===== src/rtl/dds_pkg.sv =====
// Shared DDS definitions: loader FSM states, table sizing helper and default widths
// that the loader and the DDS core both use.
package dds_pkg;

  localparam int DDS_SAMPLE_BITS       = 16;
  localparam int DDS_TABLE_LENGTH_BITS = 8;

  typedef enum logic [1:0] {
    ST_IDLE  = 2'd0,
    ST_LOAD  = 2'd1,
    ST_DRAIN = 2'd2
  } dds_table_loader_state_t;

  function automatic int table_length(input int bits);
    return 1 << bits;
  endfunction

endpackage


===== src/rtl/dds_table_ram.sv =====
// One waveform table bank: a single write port and two independent registered read
// ports. The array itself is never reset; a read of the address being written returns the old data.
module dds_table_ram #(
  parameter int SAMPLE_BITS = 16,
  parameter int ADDR_BITS   = 8
) (
  input  logic                             clock,
  input  logic                             aresetn,
  input  logic                             i_we,
  input  logic [ADDR_BITS-1:0]             i_waddr,
  input  logic [SAMPLE_BITS-1:0]           i_wdata,
  input  logic [1:0]                       i_re,
  input  logic [1:0][ADDR_BITS-1:0]        i_raddr,
  output logic [1:0][SAMPLE_BITS-1:0]      o_rdata
);

  logic [SAMPLE_BITS-1:0]      r_mem [0:(2**ADDR_BITS)-1];
  logic [1:0][SAMPLE_BITS-1:0] r_rdata;

  always_ff @(posedge clock) begin
    if (i_we) r_mem[i_waddr] <= i_wdata;
  end

  always_ff @(posedge clock) begin
    if (!aresetn) begin
      r_rdata <= '0;
    end else begin
      for (int p = 0; p < 2; p++)
        if (i_re[p]) r_rdata[p] <= r_mem[i_raddr[p]];
    end
  end

  assign o_rdata = r_rdata;

endmodule


===== src/rtl/dds_table_loader.sv =====
// DDS waveform table writer: loads a full table from an AXI4-Stream packet and serves
// two read ports. DDS_TABLE_LOADER_DOUBLE_BUFFER_EN selects the double-buffered build.
module dds_table_loader
  import dds_pkg::*;
#(
  parameter int SAMPLE_BITS       = DDS_SAMPLE_BITS,
  parameter int TABLE_LENGTH_BITS = DDS_TABLE_LENGTH_BITS
) (
  input  logic                                clock,
  input  logic                                aresetn,
  input  logic                                saxis_table_tvalid,
  output logic                                saxis_table_tready,
  input  logic [SAMPLE_BITS-1:0]              saxis_table_tdata,
  input  logic                                saxis_table_tlast,
  input  logic [1:0][TABLE_LENGTH_BITS-1:0]   table_addr,
  input  logic [1:0]                          table_read_en,
  output logic [1:0][SAMPLE_BITS-1:0]         table_data,
  output logic                                active_bank,
  output logic                                load_done,
  output logic                                load_error
);

  localparam int                          TABLE_LENGTH = table_length(TABLE_LENGTH_BITS);
  localparam logic [TABLE_LENGTH_BITS-1:0] LAST_IDX    = TABLE_LENGTH_BITS'(TABLE_LENGTH - 1);

  dds_table_loader_state_t      r_state;
  logic [TABLE_LENGTH_BITS-1:0] r_wptr;
  logic                         r_done;
  logic                         r_err;
  logic                         r_active;

  logic w_beat;
  logic w_we;
  logic w_at_end;

  assign saxis_table_tready = aresetn;
  assign w_beat   = saxis_table_tvalid & aresetn;
  assign w_we     = w_beat & (r_state != ST_DRAIN);
  assign w_at_end = (r_wptr == LAST_IDX);

  // IDLE always sits at wptr 0, so IDLE and LOAD share one decision tree on wptr/tlast.
  always_ff @(posedge clock) begin
    if (!aresetn) begin
      r_state  <= ST_IDLE;
      r_wptr   <= '0;
      r_done   <= 1'b0;
      r_err    <= 1'b0;
      r_active <= 1'b0;
    end else begin
      r_done <= 1'b0;
      r_err  <= 1'b0;
      if (w_beat) begin
        case (r_state)
          ST_IDLE, ST_LOAD: begin
            if (saxis_table_tlast) begin
              r_state <= ST_IDLE;
              r_wptr  <= '0;
              if (w_at_end) begin
                r_done <= 1'b1;
`ifdef DDS_TABLE_LOADER_DOUBLE_BUFFER_EN
                r_active <= ~r_active;
`endif
              end else begin
                r_err <= 1'b1;
              end
            end else if (w_at_end) begin
              r_state <= ST_DRAIN;
              r_wptr  <= '0;
            end else begin
              r_state <= ST_LOAD;
              r_wptr  <= r_wptr + 1'b1;
            end
          end
          ST_DRAIN: begin
            if (saxis_table_tlast) begin
              r_state <= ST_IDLE;
              r_err   <= 1'b1;
            end
          end
          default: begin
            r_state <= ST_IDLE;
            r_wptr  <= '0;
          end
        endcase
      end
    end
  end

  assign load_done  = r_done;
  assign load_error = r_err;

`ifdef DDS_TABLE_LOADER_DOUBLE_BUFFER_EN
  logic [1:0][1:0][SAMPLE_BITS-1:0] w_rdata;
  logic [1:0]                       r_rd_sel;

  for (genvar b = 0; b < 2; b++) begin : g_bank
    dds_table_ram #(
      .SAMPLE_BITS (SAMPLE_BITS),
      .ADDR_BITS   (TABLE_LENGTH_BITS)
    ) u_ram (
      .clock   (clock),
      .aresetn (aresetn),
      .i_we    (w_we & (r_active != 1'(b))),
      .i_waddr (r_wptr),
      .i_wdata (saxis_table_tdata),
      .i_re    (table_read_en),
      .i_raddr (table_addr),
      .o_rdata (w_rdata[b])
    );
  end

  // Remember which bank each port sampled so a commit can't alter an in-flight read.
  always_ff @(posedge clock) begin
    if (!aresetn) begin
      r_rd_sel <= '0;
    end else begin
      for (int p = 0; p < 2; p++)
        if (table_read_en[p]) r_rd_sel[p] <= r_active;
    end
  end

  always_comb begin
    table_data = '0;
    for (int p = 0; p < 2; p++)
      table_data[p] = w_rdata[r_rd_sel[p]][p];
  end

  assign active_bank = r_active;
`else
  dds_table_ram #(
    .SAMPLE_BITS (SAMPLE_BITS),
    .ADDR_BITS   (TABLE_LENGTH_BITS)
  ) u_ram (
    .clock   (clock),
    .aresetn (aresetn),
    .i_we    (w_we),
    .i_waddr (r_wptr),
    .i_wdata (saxis_table_tdata),
    .i_re    (table_read_en),
    .i_raddr (table_addr),
    .o_rdata (table_data)
  );

  assign active_bank = r_active;
`endif

endmodule


===== config.mk =====
export PLATFORM = sky130hd
export DESIGN_NAME = dds_table_loader
export DESIGN_NICKNAME = d
export VERILOG_FILES = /design/src/rtl/dds_pkg.sv /design/src/rtl/dds_table_ram.sv /design/src/rtl/dds_table_loader.sv
export SDC_FILE = /design/constraint.sdc
export NUM_CORES = 2
export LEC_CHECK = 0
export CAP_MARGIN = 5
export CORE_AREA = 8 8 664 666
export CTS_CLUSTER_DIAMETER = 200
export DETAILED_ROUTE_END_ITERATION = 12
export DIE_AREA = 0 0 672 674
export PLACE_DENSITY = 0.7
export SYNTH_ARGS = -nofsm -noshare
export SYNTH_HDL_FRONTEND = slang
export SYNTH_SLANG_ARGS = --single-unit

===== constraint.sdc =====
create_clock -name clock -period 3.5 [get_ports clock]
set_input_delay 0.35 -clock clock [delete_from_list [all_inputs] [get_ports clock]]
set_output_delay 0.35 -clock clock [all_outputs]
set_load 0.05 [all_outputs]

Yosys cells after proc, flatten, opt, wreduce, memory -nomap -nowiden
Memories as Yosys holds them, arrays and structs flattened. A register that Yosys moved wholly into a read port is not among the register bits.
Index checks and enable logic that the tools add are counted.
- bits in writable memories: 4096
- logic and storage cells: 36
- register bits after elaboration: 12
- memories kept: 1
- bits of input ports: 38
- bitwise gates (word level): 3
- eq/ne operators: 5
- $add $sub $neg: 1
- multiplexer cells: 14
- reduce and logical (&&, ||, !) cells: 8
- memory list (memory ; words ; bits a word ; read ports ; clocked after Yosys merged registers in ; write ports ; RTL line ; text):
    u_ram.r_mem ; 256 ; 16 ; 2 ; 2 ; 1 ; dds_table_ram.sv:17 ; logic [SAMPLE_BITS-1:0] r_mem [0:(2**ADDR_BITS)-1];
- operators with widths (kind ; number):
    2-to-1 mux 8 bit ; 2
    case mux 8 bit (2 select lines) ; 1
    adder 8 x 1 -> 8 bit, second input constant ; 1
    equality test 8 bit, second input constant ; 1
    2-to-1 mux 1 bit ; 6
    2-to-1 mux 2 bit ; 3
    AND reduction 2 bit ; 3
    inequality test 2 bit, second input constant ; 2
    case mux 2 bit (2 select lines) ; 1
    AND reduction 4 bit ; 1
    AND 1 bit ; 2
    equality test 2 x 1 -> 1 bit, second input constant ; 1
    equality test 2 bit, second input constant ; 1
    zero test 1 bit ; 2
    zero test 2 bit ; 1
    case mux 1 bit (2 select lines) ; 1
    OR reduction 2 bit ; 1
    inverter 1 bit ; 1

Longest topological paths before layout
- word-level depth: 4
- mapped depth: 14
- gate-level depth less buffers: 7

Hierarchy
A second synthesis with hierarchy kept.
- cell total of the unflattened synthesis: 10253
- area, all modules: 194462.8 um^2
- modules (own cells, without submodules) (module ; times used ; cells an instance ; area each (um^2) ; sequential area each (um^2)):
    dds_table_ram ; 1 ; 10188 ; 193906.0 ; 123638.6
    dds_table_loader ; 1 ; 65 ; 556.8 ; 240.2

Least setup slack after synthesis
OpenSTA, ideal clock, no wires.
- path type: in2reg
- start: in aresetn
- end: mem u_ram.r_mem[103][0] (enable)
- path buffers: 4
- required time: 3.112 ns
- stages on the path: 7
- data arrival time: 2.336 ns
- slack: 0.776 ns
- cell sequence: clkbuf_1 and3_1 clkbuf_1 clkbuf_1 nand3_1 clkbuf_1 nor2_1
- word-level cells in the longest chain between the ends: 4
- ends and longest elaborated chain (what ; RTL line ; text):
    from (decl) ; dds_table_loader.sv:10 ; input logic aresetn,
    AND 1 bit ; dds_table_loader.sv:37 ; assign w_beat = saxis_table_tvalid & aresetn;
    AND 1 bit ; dds_table_loader.sv:38 ; assign w_we = w_beat & (r_state != ST_DRAIN);
    2-to-1 mux 1 bit ; dds_table_ram.sv:21 ; if (i_we) r_mem[i_waddr] <= i_wdata;
    2-to-1 mux 1 bit (implied by the code) ; dds_table_ram.sv:21 ;
    to (decl) ; dds_table_ram.sv:17 ;
Every way passes these cells.

==> impl_metrics.toml <==
[synth]
yosysSeqAreaShare_pct = 64.2
ys_ff_latch = 4140
synth_ff_type = "edfxtp_1"
avgSynthCellArea_sq_um = 18.8
synth-warning-count = 0
synth-edff-count = 4096
synth_fp_nets = 10300
ys_types = 77
synthCells = 10300
synthesis.area_sq_um = 193000
synthArstFlopShare_pct = 0

[critical_path]
r2r_start = "u_ram.r_mem[81][8]"
crit_family = "compound AO/OA/AOI/OAI gates"
cp.depth = 8
crit_arrival_ns = 4.44
cp_slowest_cell = "a2111oi_0"
critPathLaunchType = "register"
cp_cell_sequence = "mux4_2 -> a22o_1 -> a2111oi_0 -> a2111oi_1 -> buf_4 -> nand4_1 -> a2bb2oi_1 -> o21ai_0"
crit_path_end_kind = "register"
max_stage_delay_ns = 0.95
r2r_cells = 8
critPathMaxFanout = 2
r2r_end = "u_ram.o_rdata[24]"
worst_ep_required_time_ns = 4.33
reg2reg_slack_ns = -0.11
crit_end = "u_ram.o_rdata[24]"
path_class = "register to register"
cp.buffers_inverters = 1
crit_start = "u_ram.r_mem[81][8]"

[routing]
firstDrtPassIters = 7
drt_iter0_markers = 23700
ant_nets = 0
vias = 127000
wl_per_cell_um = 44.1
via_per_inst = 7.16
remaining_drc_errors = 0
wirelength_um = 783000

[clock_tree]
clock-sinks = 4140
cts_setup_buffers = 0
cts_buffer_depth = 4
cts_tree = "built"
cts.clk_slew.worst_paths_ns = 0.07
numCtsBuffers = 435
root_buffer = "clkbuf_16"
clk_latency_ns = 1.07
htree_levels = 5

[sta]
report.final.slew_viol_count = 1
fin_crit_ns = 3.61
grt_setup_unrepaired = "false"
setup_slack_ns = -0.109
worst_slew_pin_slew_ns = 1.49
setup_viol = 4
fmax_ghz = 0.277
slew_headroom_pct = -0.0537
timing.hold.ws_ns = 0.0810
fin_crit_sh_pct = 103
finalHoldViolations = 0
fin_worst_skew_ns = 0.120

[placed_design]
dp_hpwl_um = 538000
place.gp.congestion = 1.03
post_dp_cell_area_sq_um = 213000
io_buffers = 72

[global_route]
grt_overflow = 0
grt_pass1_vias = 123000
grt_pass1_wl_um = 1050000
grt_start_max_net_pins = 133
antenna_found_initial = 73
grt_usage_pct = 33.6

[floorplan]
dieArea_sq_um = 453000
die_h_um = 674
num_rows = 241
initial_core_util_pct = 44.9
fp.dieW_um = 672
io-pin-count = 74
core_sq_um = 430000

[final_layout]
nets = 11700
drive_gt1_share_pct = 36.3
nFillCells = 33400
design_area_sq_um = 227000
syn_to_final_growth_pct = 17.9
multi_input_area_sq_um = 64200
seqCellArea_sq_um = 124000

[pwr]
p_per_area_nw_per_um2 = 497
ir_drop_mv = 0.554
leakagePower_nw = 74.8

[min_path]
hold_class = "primary input to register"

[run_status]
violations = "max-capacitance violations, max-slew violations, negative setup slack"
status = "finished with violations"

[job]
drv_cap = 2
-- registers in the layout (all words and copies together) (netlist names) --
| name | cells |
|---|---|
| load_done | 1 |
| load_error | 1 |
| r_state | 2 |
| r_wptr | 8 |
| u_ram.o_rdata | 32 |
| u_ram.r_mem | 4096 |
-- cell usage after synthesis, types with 8 or more instances --
master	number	area, sq um
edfxtp_1	4096	123000
mux4_2	1700	38300
mux2i_1	956	9570
nor2_1	403	1510
nand2_1	388	1460
o22ai_1	323	2020
clkbuf_1	258	968
buf_2	233	1170
o221ai_1	165	1450
buf_6	157	1770
a22oi_1	151	1130
a21oi_1	148	741
nand3_1	121	606
o21ai_0	120	601
nor3_1	110	551
buf_4	104	781
a31oi_1	84	526
a2111oi_0	81	709
a211oi_1	66	495
nor4_1	61	382
dfxtp_1	44	881
a22o_1	42	368
nand4_1	38	238
buf_1	37	139
buf_8	33	495
nor2b_1	26	163
a221oi_1	21	184
o211ai_1	20	150
a32oi_1	19	166
and3_1	19	119
and2_1	14	87.6
a211o_1	13	114
a221o_1	13	130
buf_12	12	240
o31ai_1	12	90.1
mux2_2	11	124
mux4_1	11	289
o2111ai_1	11	96.3
o22a_1	11	96.3
nand2b_1	10	62.6
or2_2	10	62.6
or3_1	10	62.6
o32ai_1	9	78.8
or4_1	9	67.6
inv_1	8	30.0
-- power breakdown --
part,internal (mW),switching (mW)
Sequential,54.5,0.195
Combinational,3.98,6.71
Clock,26.9,20.6
-- metrics by stage --
stage / power (mW) / util [%] / instances / setup TNS [ns] / setup WS (ns)
global placement: 66.0 / 49.5 / 16900 / -17.22 / -2.27
finish: 113 / 52.9 / 17800 / -0.264 / -0.109
floorplan: 60.6 / - / 10300 / 0 / 0.776
detailed placement: 66.1 / 49.5 / 16900 / -10.94 / -1.13
CTS: 113 / 52.9 / 17700 / 0 / 0.0807
global route: 115 / 52.9 / 17700 / 0 / 0.0297
-- cell usage in the layout (no fill, tap or decap), types with 65 or more instances in the layout --
master	Yosys	layout
edfxtp_1	4096	4096
mux4_2	1700	1700
buf_4	104	1377
mux2i_1	956	956
clkbuf_16	0	438
nand2_1	388	384
o22ai_1	323	323
buf_12	12	306
nor2_2	0	206
nor2_1	403	195
o221ai_1	165	165
a22oi_1	151	151
a21oi_1	148	148
o21ai_0	120	119
nand3_1	121	111
nor3_1	110	108
clkinv_1	1	105
clkinv_2	0	85
a31oi_1	84	84
clkbuf_1	258	71
a211oi_1	66	65
-- kinds of logic (layout without fill, tap and decap cells) --
kind of cell,count (synthesis),after routing,share of synthesized area (%)
xor+xnor,4,4,0.0182
compound gates,1345,1345,4.91
mux,2678,2678,25.0
simple gates,1237,1237,2.86
fa+ha+maj,4,4,0.0260
flops,4140,4140,64.2
other cells,1,51,0.00194
buf+inv,844,2590,2.90
-- layout make-up --
class	count	area share [%]
Sequential cell	4140	54.5
Tap cell	5710	3.14
Multi-Input combinational cell	5269	28.3
Antenna cell	50	0.0550
Clock buffer	509	4.94
Inverter	9	0.0231
Timing Repair Buffer	1767	7.65
Clock inverter	305	1.45
-- repair_timing --
item | CTS | global route
hold endpoints to repair | 190 | 0
setup endpoints to repair | 2 | 2
cloned | 0 | 0
hold buffers | 5 | 0
resized for setup | 3 | 1
pin swaps | 0 | 1
-- worst min-delay path by stage --
stage                    startpoint                  end  slack [ns]  cells after the start
2_1_floorplan  saxis_table_tdata[0]    u_ram.r_mem[0][0]        0.45                      0
3_3_place_gp             r_state[0]           r_state[0]        0.49                      2
3_5_place_dp             r_state[0]           r_state[0]        0.54                      2
4_1_cts        saxis_table_tdata[1]  u_ram.r_mem[250][1]        0.04                      1
5_1_grt        saxis_table_tdata[1]  u_ram.r_mem[250][1]        0.06                      1
6_report       saxis_table_tdata[9]  u_ram.r_mem[219][9]        0.08                      1
-- layer usage --
metal  wire length [um]  vias to the layer above  part of all wire, %  GRT usage [%]
met1             261000                    66500                   33           42.3
li1                   -                    47000                    -              -
met5                123                        -                0.016          0.105
met2             339000                    11300                   43           49.2
met4              74800                       20                  9.6           25.7
met3             108000                     2315                   14           9.92
(Power assumes the default switching activity.)
